==> src/rtl/uart_pkg.sv <==
// Shared definitions for the UART transmit path: frame states, width constants and parity.
package uart_pkg;

    localparam int unsigned DataBitsMax = 9;
    // Wide enough to count data bits and stop bits.
    localparam int unsigned CntW        = $clog2(DataBitsMax);

    typedef logic [2:0] state_t;

    localparam state_t StIdle   = 3'd0;
    localparam state_t StStart  = 3'd1;
    localparam state_t StData   = 3'd2;
    localparam state_t StParity = 3'd3;
    localparam state_t StStop   = 3'd4;

    function automatic logic parity_bit(input logic [DataBitsMax-1:0] data, input logic odd);
        return (^data) ^ odd;
    endfunction

endpackage

==> src/rtl/flex_pts_sr.sv <==
// Parallel-to-serial shift register; resets to all ones so an idle line reads high.
module flex_pts_sr #(
    parameter int unsigned NUM_BITS  = 4,
    parameter int unsigned SHIFT_MSB = 0
) (
    input  logic                clk,
    input  logic                n_rst,
    input  logic                shift_enable_i,
    input  logic                load_enable_i,
    input  logic [NUM_BITS-1:0] parallel_in_i,
    output logic                serial_out_o
);

    logic [NUM_BITS-1:0] sr_q, sr_d;

    always_comb begin
        sr_d = sr_q;
        if (load_enable_i) begin
            sr_d = parallel_in_i;
        end else if (shift_enable_i) begin
            if (SHIFT_MSB != 0) begin
                sr_d = {sr_q[NUM_BITS-2:0], 1'b1};
            end else begin
                sr_d = {1'b1, sr_q[NUM_BITS-1:1]};
            end
        end
    end

    always_ff @(posedge clk or negedge n_rst) begin
        if (!n_rst) begin
            sr_q <= '1;
        end else begin
            sr_q <= sr_d;
        end
    end

    assign serial_out_o = (SHIFT_MSB != 0) ? sr_q[NUM_BITS-1] : sr_q[0];

endmodule

==> src/rtl/uart_tx_framer.sv <==
// Async serial transmitter: start bit, LSB-first data, optional parity, stop bit(s).
module uart_tx_framer
    import uart_pkg::*;
#(
    parameter int unsigned DATA_BITS    = 8,
    parameter int unsigned CLKS_PER_BIT = 16,
    parameter int unsigned PARITY_EN    = 0,
    parameter int unsigned PARITY_ODD   = 0,
    parameter int unsigned STOP_BITS    = 1
) (
    input  logic                 clk,
    input  logic                 n_rst,
    input  logic [DATA_BITS-1:0] tx_data_i,
    input  logic                 tx_valid_i,
    output logic                 tx_ready_o,
    output logic                 serial_out_o,
    output logic                 tx_busy_o,
    output logic                 tx_done_o
);

    localparam int unsigned TimerW = $clog2(CLKS_PER_BIT);
    localparam logic [TimerW-1:0] TimerLast = TimerW'(CLKS_PER_BIT - 1);
    localparam logic [CntW-1:0]   DataLast  = CntW'(DATA_BITS - 1);
    localparam logic [CntW-1:0]   StopLast  = CntW'(STOP_BITS - 1);

    state_t              state_q, state_d;
    logic [TimerW-1:0]   timer_q, timer_d;
    logic [CntW-1:0]     cnt_q, cnt_d;
    logic                parity_q, parity_d;
    logic                handshake, bit_done, sr_out;

    assign handshake = tx_valid_i && (state_q == StIdle);
    assign bit_done  = (state_q != StIdle) && (timer_q == TimerLast);

    flex_pts_sr #(
        .NUM_BITS  (DATA_BITS),
        .SHIFT_MSB (0)
    ) u_shifter (
        .clk            (clk),
        .n_rst          (n_rst),
        .shift_enable_i (bit_done && (state_q == StData)),
        .load_enable_i  (handshake),
        .parallel_in_i  (tx_data_i),
        .serial_out_o   (sr_out)
    );

    always_comb begin
        state_d  = state_q;
        cnt_d    = cnt_q;
        parity_d = parity_q;
        timer_d  = (state_q == StIdle || bit_done) ? '0 : timer_q + 1'b1;
        case (state_q)
            StIdle: begin
                if (handshake) begin
                    state_d  = StStart;
                    parity_d = parity_bit(DataBitsMax'(tx_data_i), PARITY_ODD != 0);
                end
            end
            StStart: begin
                if (bit_done) begin
                    state_d = StData;
                    cnt_d   = '0;
                end
            end
            StData: begin
                if (bit_done) begin
                    if (cnt_q == DataLast) begin
                        cnt_d   = '0;
                        state_d = (PARITY_EN != 0) ? StParity : StStop;
                    end else begin
                        cnt_d = cnt_q + 1'b1;
                    end
                end
            end
            StParity: begin
                if (bit_done) begin
                    state_d = StStop;
                    cnt_d   = '0;
                end
            end
            StStop: begin
                if (bit_done) begin
                    if (cnt_q == StopLast) begin
                        state_d = StIdle;
                        cnt_d   = '0;
                    end else begin
                        cnt_d = cnt_q + 1'b1;
                    end
                end
            end
            default: state_d = StIdle;
        endcase
    end

    always_ff @(posedge clk or negedge n_rst) begin
        if (!n_rst) begin
            state_q  <= StIdle;
            timer_q  <= '0;
            cnt_q    <= '0;
            parity_q <= 1'b0;
        end else begin
            state_q  <= state_d;
            timer_q  <= timer_d;
            cnt_q    <= cnt_d;
            parity_q <= parity_d;
        end
    end

    // Line level is selected purely from registered state, so it cannot glitch mid-bit.
    always_comb begin
        serial_out_o = 1'b1;
        case (state_q)
            StStart:  serial_out_o = 1'b0;
            StData:   serial_out_o = sr_out;
            StParity: serial_out_o = parity_q;
            default:  serial_out_o = 1'b1;
        endcase
    end

    assign tx_ready_o = (state_q == StIdle);
    assign tx_busy_o  = (state_q != StIdle);
    assign tx_done_o  = (state_q == StStop) && bit_done && (cnt_q == StopLast);

endmodule

==> config.mk <==
export PLATFORM = sky130hd
export DESIGN_NAME = uart_tx_framer
export DESIGN_NICKNAME = d
export VERILOG_FILES = /design/src/rtl/uart_pkg.sv /design/src/rtl/flex_pts_sr.sv /design/src/rtl/uart_tx_framer.sv
export SDC_FILE = /design/constraint.sdc
export NUM_CORES = 1
export LEC_CHECK = 0
export ABC_AREA = 0
export CORE_MARGIN = 2
export CORE_UTILIZATION = 30
export CTS_CLUSTER_DIAMETER = 50
export DETAILED_ROUTE_END_ITERATION = 10
export PLACE_DENSITY = 0.44
export SYNTH_ARGS = -nofsm -noshare
export SYNTH_HDL_FRONTEND = slang
export SYNTH_SLANG_ARGS = --single-unit
==> constraint.sdc <==
create_clock -name clk -period 3.2 [get_ports clk]
set_input_delay 0.48 -clock clk [delete_from_list [all_inputs] [get_ports clk]]
set_output_delay 0.48 -clock clk [all_outputs]
set_load 0.01 [all_outputs]
==> key figures <==
Critical path
  – CP startpoint kind: flip-flop
  – Crit end category: primary output
  – Cell family with most CP delay: buffers and inverters
  – Critical path's largest stage delay: 0.56 ns
  – Critical Path RT: 2.72 ns
  – Critical path origin: cnt_q[0]
  – Critical-path top delay cell: clkdlybuf4s50_1
  – Max FO, Critical Path: 4
  – Worst r2r src: timer_q[0]
  – Critical-path cell list: inv_1 -> ha_1 -> or3b_4 -> nor3_1 -> clkdlybuf4s50_1
  – Crit Path Class: reg -> out
  – Crit path buf inv count: 2
  – Arr. time, crit path: 2.02 ns

Power and ir drop
  – Pwr dens: 741 nW/um2
  – Max IR drop VDD: 0.272 mV
  – LEAKAGE: 0.599 nW
  – Pwr Total: ~0.0010 W

Logic synthesis
  – Yosys Warn Count: 0
  – Synth Register Bits: 20
  – Mapped Area: 1190 um2
  – Post-Syn Nets: 134
  – Yosys cell types: 39
  – Top cells by area, synth: dfrtp_1 25%, dfstp_2 18%, mux2i_1 5.9%
  – Yosys top cell by area: dfrtp_1
  – Area share of the largest cell type after synthesis: 25.3%
  – Avg Cell Area, Syn: around 9.9 um2
  – Seq/Total Area, Yosys: 43.0%
  – Post-synth EDFFs: 0
  – Ys flop type: dfrtp_1
  – Synthesized instance count: 120
  – Post-synth ARST share: 100%

Timing
  – Max Slew Vio Count: 0
  – Min Clock Period, post-route: 2.50 ns
  – Post-route setup TNS: 0 ns
  – Final worst path period share: 78.2%
  – # setup viols final: 0
  – Least-Margin Pin Slew: between 0.9 and 1 ns
  – Max_slew headroom: approximately 38%
  – Clock Skew: 0.00741 ns
  – Unrepaired setup endpoints after global routing: no
  – Fmax: 399 MHz
  – Final hold violation count: 0

Placement
  – Area after DPL: between 1000 and 1500 um2
  – Placer Congestion: roughly 0.74
  – Number of port buffers: 14
  – Hpwl dp: 1510 um
  – Placed Instances: 176

Floorplanning
  – Die W: 66.9 um
  – Chip height: 66.9 um
  – Die Area: 4480 um2
  – Initial Util: about a third
  – I/O pin cnt: 15
  – Core area: 3740 um2
  – # rows: 22

Route
  – DRC viols: 0
  – Routed Wire Length: 2140 um
  – 1st-iter DRT viols: 22
  – DRT Pass-1 Iters: 4
  – Post-DR vias/cell: approximately 4.7
  – Wirelength per Cell: 11.9 um
  – Via Count: 840
  – Post-DRT Antenna Nets: 0

Cells and area
  – Final Util: a little under two fifths
  – Commonest non-fill, non-tap cell in the layout: nand2_1
  – Most frequent cells in the layout: 16 x nand2_1, 14 x clkdlybuf4s50_1, 12 x dfrtp_1
  – Register cell area after layout: 510 um2
  – Final net count: 147
  – Diode count: 0
  – Fillers: 388
  – Cell area after layout: 1410 um2
  – Fraction of layout cells with a size suffix above 1: 16.7%
  – Area Growth Syn to Fin: 18.3%
  – Fin cells: 180
  – Multi-input gate area: 604 um2

Global route
  – Initial antenna violation count: 0
  – GRT Resource Usage Total: 11.6%
  – Vias in the first global route: a little under 800
  – First-pass GRT wire length: around 3800 um
  – Pin count of the biggest net entering global routing: 21
  – Gr ovfl total: 0

Clocking
  – Clk root buf: clkbuf_8
  – Post-CTS setup buffer count: 0
  – # resized after CTS: 0
  – CTS Sinks: 20
  – Clk buf depth: 2
  – Max H-tree Level: 1
  – Worst-Skew Late Latency: about 0.26 ns
  – CTS tree: built
  – Post-CTS Hold Buffers: 0
  – Number of CTS-inserted buffers: 3
  – Clock Pin Slew Worst Setup and Hold Paths: 0.08 ns

Run
  – # Max-Cap Violations: 0

Hold path
  – Hold_sp: timer_q[0]
  – Hold Path Class: reg -> reg

Outcome
  – Status: completed
synth_stat cells (2+ instances only):
cell type,number
nand2_1,16
dfrtp_1,12
nor2_1,9
o21ai_1,9
dfstp_2,8
xnor2_1,8
mux2i_1,7
inv_1,4
nand2b_1,4
buf_6,3
ha_1,3
o21ai_2,3
a21oi_1,2
buf_4,2
nand3_1,2
nor3_1,2
o21bai_1,2
or3_1,2
or3b_4,2
cells by family (layout without fill, tap and decap cells):
family | count (synthesis) | in the layout | synth area share [%]
adders and majority gates | 3 | 3 | 3.16
xor gates and xnor gates | 9 | 9 | 6.64
muxes | 7 | 7 | 5.90
and+or+nand+nor | 47 | 47 | 22.7
buffers and inverters | 11 | 23 | 6.11
AOI/OAI and AO/OA | 23 | 23 | 12.5
DFF | 20 | 20 | 43.0
sequential cells by signal (all words and copies together), names as in the netlist:
name            flops
parity_q            1
state_q             3
timer_q             4
u_shifter.sr_q      8
cnt_q               4
metrics by stage:
step                      setup slack (ns)  hold slack [ns]
after global placement               0.993            0.465
final                                0.697            0.469
after detailed placement             0.968            0.465
after CTS                            0.671            0.478
after floorplan                       1.44            0.184
after global routing                 0.600            0.515
routing by layer:
layer / GRT usage, % / share of wire, %
met2: 16.6 / 40
met5: 0 / 0
met1: 16.4 / 54
met3: 2.20 / 3.8
met4: 6.12 / 1.7
power breakdown:
part / total (W) / internal, W / switching, W
combinational: 0.000318 / 0.000162 / 0.000156
sequential: 0.000464 / 0.000381 / 0.0000836
clock: 0.000258 / 0.000167 / 0.0000911
total: 0.00104 / 0.000710 / 0.000331
worst paths after layout:
path                                     end  slack (ns)  depth (start not counted)
setup / recovery                   tx_done_o        0.70                          5
hold / removal                    timer_q[0]        0.47                          1
setup reg to reg           u_shifter.sr_q[4]        1.46                          5
hold reg to reg                   timer_q[0]        0.47                          1
max in group asynchronous         state_q[2]        1.90                          1
min in group asynchronous         timer_q[0]        0.73                          1
final cells by class:
type                            instances  area share (%)
Multi-Input combinational cell         89            43.0
Inverter                                5            1.34
Sequential cell                        20            36.3
Timing Repair Buffer                   14            9.97
Clock buffer                            3            2.94
Clock inverter                          1            2.14
Tap cell                               48            4.27
No activity file was read; power rests on OpenSTA's default activity.
